$ cat src/rtl/fp_add_rs_ctrl_pkg.sv
// Shared encodings for the FP add/sub reservation-station controller.
package fp_add_rs_ctrl_pkg;

  localparam int unsigned DefaultDataW = 16;
  localparam int unsigned DefaultTagW  = 3;
  localparam int unsigned TagNone      = 0;

  typedef enum logic [1:0] {
    OpIdle = 2'd0,
    OpAdd  = 2'd1,
    OpSub  = 2'd2
  } alu_op_e;

  typedef enum logic [1:0] {
    StIdle,
    StExec,
    StBcast
  } unit_state_e;

endpackage

$ cat src/rtl/fp_add_rs_ctrl_rr_pick.sv
// Round-robin picker: first set request at or after ptr_i, wrapping around.
module fp_add_rs_ctrl_rr_pick #(
  parameter int unsigned NumReq = 3,
  parameter int unsigned IdxW   = 2
) (
  input  logic [NumReq-1:0] req_i,
  input  logic [IdxW-1:0]   ptr_i,
  output logic [NumReq-1:0] gnt_o,
  output logic [IdxW-1:0]   idx_o,
  output logic              any_o
);

  logic [IdxW:0] pos;

  always_comb begin
    gnt_o = '0;
    idx_o = '0;
    any_o = 1'b0;
    pos   = '0;
    for (int unsigned off = 0; off < NumReq; off++) begin
      pos = {1'b0, ptr_i} + (IdxW+1)'(off);
      if (pos >= (IdxW+1)'(NumReq)) begin
        pos = pos - (IdxW+1)'(NumReq);
      end
      if (!any_o && req_i[pos[IdxW-1:0]]) begin
        any_o                  = 1'b1;
        gnt_o[pos[IdxW-1:0]]   = 1'b1;
        idx_o                  = pos[IdxW-1:0];
      end
    end
  end

endmodule

$ cat src/rtl/fp_add_rs_ctrl.sv
// Reservation stations for the shared FP add/sub unit: issue, CDB snoop, one-at-a-time
// dispatch to the adder and result broadcast request.
module fp_add_rs_ctrl
  import fp_add_rs_ctrl_pkg::*;
#(
  parameter int unsigned DATA_W      = DefaultDataW,
  parameter int unsigned TAG_W       = DefaultTagW,
  parameter int unsigned NUM_RS      = 3,
  parameter int unsigned RS_BASE_TAG = 1,
  parameter int unsigned ADD_LAT     = 1
) (
  input  logic              Clock,
  input  logic              Reset,
  input  logic              issue_valid,
  input  logic [1:0]        issue_op,
  input  logic [DATA_W-1:0] issue_vj,
  input  logic [DATA_W-1:0] issue_vk,
  input  logic [TAG_W-1:0]  issue_qj,
  input  logic [TAG_W-1:0]  issue_qk,
  output logic              issue_ready,
  output logic [TAG_W-1:0]  issue_tag,
  input  logic              cdb_valid,
  input  logic [TAG_W-1:0]  cdb_tag,
  input  logic [DATA_W-1:0] cdb_data,
  output logic [DATA_W-1:0] alu_a,
  output logic [DATA_W-1:0] alu_b,
  output logic [1:0]        alu_op,
  input  logic [DATA_W-1:0] alu_result,
  output logic              cdb_req,
  output logic [TAG_W-1:0]  cdb_req_tag,
  output logic [DATA_W-1:0] cdb_req_data,
  input  logic              cdb_grant,
  output logic [NUM_RS-1:0] rs_busy
);

  localparam int unsigned IdxW = (NUM_RS > 1) ? $clog2(NUM_RS) : 1;
  localparam int unsigned CntW = (ADD_LAT > 1) ? $clog2(ADD_LAT + 1) : 1;

  logic [NUM_RS-1:0] busy_q, busy_d, exec_q, ready;
  logic [1:0]        op_q [NUM_RS];
  logic [DATA_W-1:0] vj_q [NUM_RS];
  logic [DATA_W-1:0] vk_q [NUM_RS];
  logic [TAG_W-1:0]  qj_q [NUM_RS];
  logic [TAG_W-1:0]  qk_q [NUM_RS];

  unit_state_e       state_q;
  logic [IdxW-1:0]   rr_q, cur_q, free_idx, pick_idx;
  logic [CntW-1:0]   cnt_q;
  logic [NUM_RS-1:0] pick_gnt;
  logic              pick_any;
  logic              cdb_hit, issue_fire, dispatch, bcast_done, ready_d;
  logic [TAG_W-1:0]  tag_d;

  function automatic logic [TAG_W-1:0] tag_of(input logic [IdxW-1:0] idx);
    return TAG_W'(RS_BASE_TAG) + TAG_W'(idx);
  endfunction

  always_comb begin
    cdb_hit    = cdb_valid && (cdb_tag != TAG_W'(TagNone));
    issue_fire = issue_valid && issue_ready;
    dispatch   = (state_q == StIdle) && pick_any;
    bcast_done = (state_q == StBcast) && cdb_grant;
    for (int i = 0; i < int'(NUM_RS); i++) begin
      ready[i] = busy_q[i] && !exec_q[i] && (qj_q[i] == '0) && (qk_q[i] == '0);
    end
  end

  always_comb begin
    free_idx = '0;
    for (int i = int'(NUM_RS) - 1; i >= 0; i--) begin
      if (!busy_q[i]) free_idx = IdxW'(i);
    end
  end

  // issue_ready/issue_tag are registered from the post-edge occupancy, so a slot freed by a
  // grant is offered in the very next cycle.
  always_comb begin
    busy_d = busy_q;
    if (issue_fire) busy_d[free_idx] = 1'b1;
    if (bcast_done) busy_d[cur_q] = 1'b0;
    ready_d = 1'b0;
    tag_d   = '0;
    for (int i = int'(NUM_RS) - 1; i >= 0; i--) begin
      if (!busy_d[i]) begin
        ready_d = 1'b1;
        tag_d   = tag_of(IdxW'(i));
      end
    end
  end

  fp_add_rs_ctrl_rr_pick #(
    .NumReq (NUM_RS),
    .IdxW   (IdxW)
  ) u_rr_pick (
    .req_i (ready),
    .ptr_i (rr_q),
    .gnt_o (pick_gnt),
    .idx_o (pick_idx),
    .any_o (pick_any)
  );

  always_ff @(posedge Clock) begin
    if (Reset) begin
      busy_q <= '0;
      exec_q <= '0;
      for (int i = 0; i < int'(NUM_RS); i++) begin
        op_q[i] <= OpIdle;
        vj_q[i] <= '0;
        vk_q[i] <= '0;
        qj_q[i] <= '0;
        qk_q[i] <= '0;
      end
    end else begin
      busy_q <= busy_d;
      if (dispatch) exec_q <= exec_q | pick_gnt;
      if (bcast_done) exec_q[cur_q] <= 1'b0;
      // Executing entries already hold both operands and must not be disturbed.
      for (int i = 0; i < int'(NUM_RS); i++) begin
        if (cdb_hit && busy_q[i] && !exec_q[i]) begin
          if (qj_q[i] == cdb_tag) begin
            qj_q[i] <= '0;
            vj_q[i] <= cdb_data;
          end
          if (qk_q[i] == cdb_tag) begin
            qk_q[i] <= '0;
            vk_q[i] <= cdb_data;
          end
        end
      end
      if (issue_fire) begin
        op_q[free_idx] <= issue_op;
        vj_q[free_idx] <= issue_vj;
        vk_q[free_idx] <= issue_vk;
        qj_q[free_idx] <= issue_qj;
        qk_q[free_idx] <= issue_qk;
        if (cdb_hit && (issue_qj == cdb_tag)) begin
          qj_q[free_idx] <= '0;
          vj_q[free_idx] <= cdb_data;
        end
        if (cdb_hit && (issue_qk == cdb_tag)) begin
          qk_q[free_idx] <= '0;
          vk_q[free_idx] <= cdb_data;
        end
      end
    end
  end

  always_ff @(posedge Clock) begin
    if (Reset) begin
      state_q      <= StIdle;
      rr_q         <= '0;
      cur_q        <= '0;
      cnt_q        <= '0;
      alu_a        <= '0;
      alu_b        <= '0;
      alu_op       <= OpIdle;
      cdb_req      <= 1'b0;
      cdb_req_tag  <= '0;
      cdb_req_data <= '0;
      issue_ready  <= 1'b0;
      issue_tag    <= '0;
    end else begin
      issue_ready <= ready_d;
      issue_tag   <= tag_d;
      unique case (state_q)
        StIdle: begin
          if (dispatch) begin
            alu_a   <= vj_q[pick_idx];
            alu_b   <= vk_q[pick_idx];
            alu_op  <= op_q[pick_idx];
            cnt_q   <= CntW'(ADD_LAT);
            rr_q    <= (pick_idx == IdxW'(NUM_RS - 1)) ? '0 : pick_idx + IdxW'(1);
            cur_q   <= pick_idx;
            state_q <= StExec;
          end
        end
        StExec: begin
          cnt_q <= cnt_q - CntW'(1);
          if (cnt_q == CntW'(1)) begin
            cdb_req_data <= alu_result;
            cdb_req_tag  <= tag_of(cur_q);
            cdb_req      <= 1'b1;
            alu_op       <= OpIdle;
            state_q      <= StBcast;
          end
        end
        StBcast: begin
          if (cdb_grant) begin
            cdb_req <= 1'b0;
            state_q <= StIdle;
          end
        end
        default: state_q <= StIdle;
      endcase
    end
  end

  assign rs_busy = busy_q;

endmodule

$ cat config.mk
export PLATFORM = sky130hd
export DESIGN_NAME = fp_add_rs_ctrl
export DESIGN_NICKNAME = d
export VERILOG_FILES = /design/src/rtl/fp_add_rs_ctrl_pkg.sv /design/src/rtl/fp_add_rs_ctrl_rr_pick.sv /design/src/rtl/fp_add_rs_ctrl.sv
export SDC_FILE = /design/constraint.sdc
export NUM_CORES = 1
export LEC_CHECK = 0
export ABC_CLOCK_PERIOD_IN_PS = 5300
export BUFFER_PORTS_ARGS = -buffer_cell sky130_fd_sc_hd__buf_2
export CAP_MARGIN = 0
export CORE_UTILIZATION = 60
export CTS_BUF_LIST = sky130_fd_sc_hd__clkbuf_16
export CTS_CLUSTER_DIAMETER = 30
export DETAILED_ROUTE_END_ITERATION = 6
export PLACE_DENSITY = 0.88
export RECOVER_POWER = 50
export SLEW_MARGIN = 20
export SYNTH_ARGS = -nofsm -noshare
export SYNTH_HDL_FRONTEND = slang
export SYNTH_SLANG_ARGS = --single-unit
$ cat constraint.sdc
create_clock -name Clock -period 5.3 [get_ports Clock]
set_input_delay 1.325 -clock Clock [delete_from_list [all_inputs] [get_ports Clock]]
set_output_delay 1.325 -clock Clock [all_outputs]
set_load 0.03 [all_outputs]
Yosys cells after proc, flatten, opt, wreduce, memory -nomap -nowiden
Memories as Yosys holds them, arrays and structs flattened. A register that Yosys moved wholly into a read port is not among the register bits.
Cells that the tools add are included.
{ "word_totals": {"memories": 5, "word_cells": 242, "ramBits": 120, "output_inout_bits": 61, "regBits": 39} }
{ "memory_table": {"columns": ["name", "depth", "width", "rd", "rd_ports_with_merged_regs", "write_ports", "line", "text"], "rows": [
  ["vj_q", 3, 16, 1, 1, 4, "fp_add_rs_ctrl.sv:41", "logic [DATA_W-1:0] vj_q [NUM_RS];"],
  ["vk_q", 3, 16, 1, 1, 4, "fp_add_rs_ctrl.sv:42", "logic [DATA_W-1:0] vk_q [NUM_RS];"],
  ["qj_q", 3, 3, 3, 0, 4, "fp_add_rs_ctrl.sv:43", "logic [TAG_W-1:0] qj_q [NUM_RS];"],
  ["qk_q", 3, 3, 3, 0, 4, "fp_add_rs_ctrl.sv:44", "logic [TAG_W-1:0] qk_q [NUM_RS];"],
  ["op_q", 3, 2, 1, 0, 3, "fp_add_rs_ctrl.sv:40", "logic [1:0] op_q [NUM_RS];"]
]} }
{ "op_classes": {"n_eq_ne": 14, "n_lt_le_gt_ge": 13, "n_addsub": 8, "n_reduce_logical": 52, "bitwise": 25, "mux": 111} }
{ "ops": {"columns": ["op", "count"], "rows": [
  ["2-to-1 mux 16 bit", 8],
  ["2-to-1 mux 1 bit", 56],
  ["2-to-1 mux 3 bit", 16],
  ["2-to-1 mux 2 bit", 19],
  ["logical AND 1 bit", 28],
  ["== test 3 bit", 8],
  ["logical NOT 3 bit", 6],
  ["OR 1 bit", 16],
  ["< comparator 2 x 3 -> 1 bit, second input constant", 5],
  ["OR 3 bit", 4],
  ["demux 1 bit (select 2 bit)", 5],
  ["greater-or-equal comparator 2 x 1 -> 1 bit, second input constant", 5],
  ["AND reduction 3 bit", 3],
  ["bitwise AND 3 bit", 2],
  ["binary-select mux 1 bit (select 2 bit)", 3],
  ["greater-or-equal comparator 3 x 2 -> 1 bit, second input constant", 2],
  ["inequality test 2 bit, second input constant", 3],
  ["one-hot mux 2 bit (3 select lines)", 1],
  ["AND reduction 2 bit", 3],
  ["subtractor 2 bit, second input constant", 3],
  ["logical NOT 1 bit", 5],
  ["== test 2 bit, second input constant", 2],
  ["one-hot mux 1 bit (2 select lines)", 2],
  ["one-hot mux 2 bit (2 select lines)", 1],
  ["other kinds (14)", 17]
]} }

Depth between registers and ports, before layout
{ "logic_depth": {"word_depth": 18, "depth_mapped": 11} }

Cells and area by module
A second synthesis with hierarchy kept.
{ "hier_totals": {"hier_cells": 1015, "hier_area_um2": 11050.6} }
{ "by_module_without_submodules": {"columns": ["mod", "cells_each", "area_per_inst_um2", "instances"], "rows": [
  ["fp_add_rs_ctrl", 977, 10785.3, 1],
  ["fp_add_rs_ctrl_rr_pick", 38, 265.3, 1]
]} }

Least setup slack after synthesis
OpenSTA, ideal clock, no wires.
{ "synth_timing": {"path_kind": "input to register", "start": "in cdb_tag[0]", "end": "mem qk_q[1][0] (netlist name), enable pin", "path_slack_ns": 1.820, "path_stages": 6, "arrival_time_ns": 3.137, "required_ns": 4.957, "n_path_buf": 2, "setup_time_ns": 0.343, "path_cell_list": "buf_2 > o31ai_1 > nor3b_1 > nor4b_1 > buf_1 > or2_2"} }
{ "synth_lines": {"columns": ["element", "line", "text"], "rows": [
  ["from (decl)", "fp_add_rs_ctrl.sv:23", "input logic [TAG_W-1:0] cdb_tag,"],
  ["to (decl)", "fp_add_rs_ctrl.sv:44", null]
]} }

==> impl_metrics.csv <==
group,metric,value,unit
setup_path,crit_arrival,4.60,ns
route,drtAntennaViolNets,0,
yosys,synth_cells,940,
timing,slew-limit-headroom,-0.160,
die,initial_core_util,0.615,
cells_and_area,nNetsFinal,1117,
route,drt_iter0_drc,878,
route,routed-via-count,7963,
die,core_area,0.0159,mm^2
yosys,async_flop_share,0,
timing,rsz0062_at_grt,"no",
clocking,clk_latency,0.44,ns
yosys,yosysMostFrequentCell,"edfxtp_1",
yosys,synth_area,0.00978,mm^2
yosys,yosys-top-cells-count,"120 x edfxtp_1, 84 x mux2i_1, 81 x nand3_1",
setup_path,r2r_end,"alu_a[5]",
cells_and_area,drive_gt1_frac,0.153,
yosys,ys_types,63,
route,drc,0,
yosys,synth_edf_count,120,
clocking,clockBufferDepth,2,
clocking,numCtsBuffers,17,
yosys,synth_top_area_frac,0.369,
setup_path,slowest_stage,"a2111oi_0",
setup_path,crit_path_max_fanout,63,
grt,grt_pass1_vias,7437,
yosys,synth_area_per_cell,10.4,um^2
setup_path,r2r-start,"qk_q[2][1]",
run_status,status,"finished, violations left",
route,avgViaCountPerCell,6.33,
setup_path,crit_type,"flop to flop",
setup_path,start_kind,"flop",
flow_run,maxCapViolations,2,
pwr,power,3090,uW
yosys,syn_nets,1028,
die,die_x,130,um
timing,setup_viol,0,
grt,grt_pass1_wl,38.2,mm
clocking,cts_setup_buffers,0,
run_status,failed_checks,"capacitance limit, slew limit",
clocking,clkSinkCount,190,
placement,io_buffers,139,
hold_path,min_to,"cdb_req_data[7]",
pwr,power_leakage,0.00427,uW
die,die-area,0.0168,mm^2
die,num_rows,46,
grt,grt_max_degree,64,
timing,hold_violations,0,
route,wl_per_cell,20.0,um
setup_path,rr_worst_depth,7,
clocking,cts_root_buf,"clkbuf_16",
clocking,hold_buffers,0,
die,die_y,130,um
clocking,clk_pin_slew,0.06,ns
die,io-pin-count,141,
yosys,yosys-top-cells-area,"edfxtp_1 37%, dfxtp_1 14%, mux2i_1 8.6%, nand3_1 4.1%, o21ai_0 3.6%",
hold_path,min_from,"cdb_req_data[7]",
setup_path,cp_cell_sequence,"or4_4 -> nor2_1 -> nor3_1 -> a2111oi_0 -> buf_4 -> nand4_1 -> o311ai_0",
setup_path,critical_path_required,5.61,ns
clocking,cts_tree,"done",
route,first_pass_iters,6,
timing,totalNegativeSetupSlack,0,ns
yosys,ys_ff_latch,190,
placement,gp_congestion,0.922,
hold_path,holdCritPathClass,"flop to flop",
yosys,ys.flop_type,"edfxtp_1",
clocking,htree_levels,4,
grt,grt_overflow,0,
timing,max_freq,233,MHz
hold_path,hold_depth,2,
yosys,seq_area_frac_synth,0.512,
placement,dp_hpwl,15.2,mm
setup_path,end_kind,"flop",
yosys,yosysTopAreaCell,"edfxtp_1",
timing,worst_slew_pin_slew,1.74,ns
pwr,p_per_area,281,mW/mm^2
clocking,cts_resized,0,
timing,min_period,4.29,ns
timing,period_share,0.809,
timing,final_max_slew_viol_count,27,
yosys,yosys_warnings,0,
route,wl,25.2,mm
grt,antenna_found_initial,0,
grt,grt_usage,0.302,
timing,skew,0.00870,ns
setup_path,crit_path_max_incr_delay,1.37,ns
pwr,vdd_drop_max,0.000273,V
cells_and_area,diodes,0,
cells_and_area,area_growth,12.4,%
setup_path,r2r_slack,1.01,ns
-- final cells by class --
cell class / instances / area, um^2
Multi-Input combinational cell: 624 / 4300
Inverter: 44 / 165
Fill cell: 1182 / 4890
Clock inverter: 15 / 92.6
Timing Repair Buffer: 152 / 732
Tap cell: 216 / 270
Sequential cell: 190 / 5000
Clock buffer: 17 / 425
-- cells in the final DEF (no fill, tap or decap), types with 8 or more instances in the layout --
| cell type | n |
|---|---|
| edfxtp_1 | 120 |
| nor2_1 | 43 |
| clkbuf_16 | 17 |
| dfxtp_1 | 70 |
| o311ai_1 | 23 |
| nand4_1 | 39 |
| a21oi_1 | 35 |
| buf_4 | 11 |
| inv_1 | 48 |
| o21ai_0 | 70 |
| mux2i_1 | 84 |
| nor3b_1 | 34 |
| ha_1 | 8 |
| xnor2_1 | 23 |
| mux2_2 | 31 |
| clkbuf_1 | 63 |
| o311ai_0 | 8 |
| nand2_1 | 55 |
| nand3_1 | 81 |
| buf_2 | 77 |
-- cells by family after synthesis --
kind of cell | share of synthesized area
flip-flops | 0.512
XOR/XNOR | 0.0215
adder cells (fa/ha/maj) | 0.0102
other | 0.000384
AND/OR/NAND/NOR | 0.162
multiplexers | 0.122
buffers and inverters | 0.0520
AO/OA/AOI/OAI | 0.121
-- routing by layer --
layer,GRT usage,routed length (um),up-vias
met5,0,0,-
met4,0.135,825,0
met3,0.0619,2060,58
met2,0.510,12000,412
met1,0.375,10200,3812
li1,-,-,3681
-- through the flow --
| step | instances | setup WS (ns) | area, um^2 | utilization | hold slack (ns) |
|---|---|---|---|---|---|
| after floorplan | 940 | 1.82 | 9780 | - | 0.483 |
| after global placement | 1225 | 1.47 | 10500 | 0.664 | 0.438 |
| after detailed placement | 1225 | 1.39 | 10500 | 0.664 | 0.444 |
| after CTS | 1257 | 1.86 | 11100 | 0.697 | 0.453 |
| after global routing | 1258 | 0.855 | 11000 | 0.692 | 0.475 |
| final | 1258 | 1.01 | 11000 | 0.692 | 0.458 |
-- flip-flops by register name, indices dropped and copies added (netlist names) --
signal,flops
vj_q,48
vk_q,48
alu_a,16
alu_b,16
cdb_req_data,16
qj_q,9
qk_q,9
op_q,6
cdb_req_tag,3
exec_q,3
rs_busy,3
alu_op,2
cur_q,2
issue_tag,2
rr_q,2
state_q,2
cdb_req,1
cnt_q,1
issue_ready,1
-- worst max-delay path by stage --
stage                    start         end  slack [ns]  cells past startpoint
floorplan           cdb_tag[0]  qk_q[1][0]        1.82                      6
detailed placement       Reset  vj_q[1][3]        1.39                      4
global placement         Reset  vj_q[1][8]        1.47                      4
global route        qk_q[2][1]    alu_a[3]        0.85                      7
CTS                      Reset  vj_q[1][8]        1.86                      4
finish              qk_q[2][1]    alu_a[5]        1.01                      7
-- critical path, delay by kind of cell, from the launching register on --
kind | cells | cell delay [ns]
compound gates | 2 | 1.55
buf+inv | 1 | 0.73
flops | 1 | 0.43
simple gates | 4 | 1.39
-- power breakdown --
part,switching (uW),internal [uW]
clock network,526,628
logic,178,92.6
registers,26.8,1640
Power figures use the tool's default switching activity.
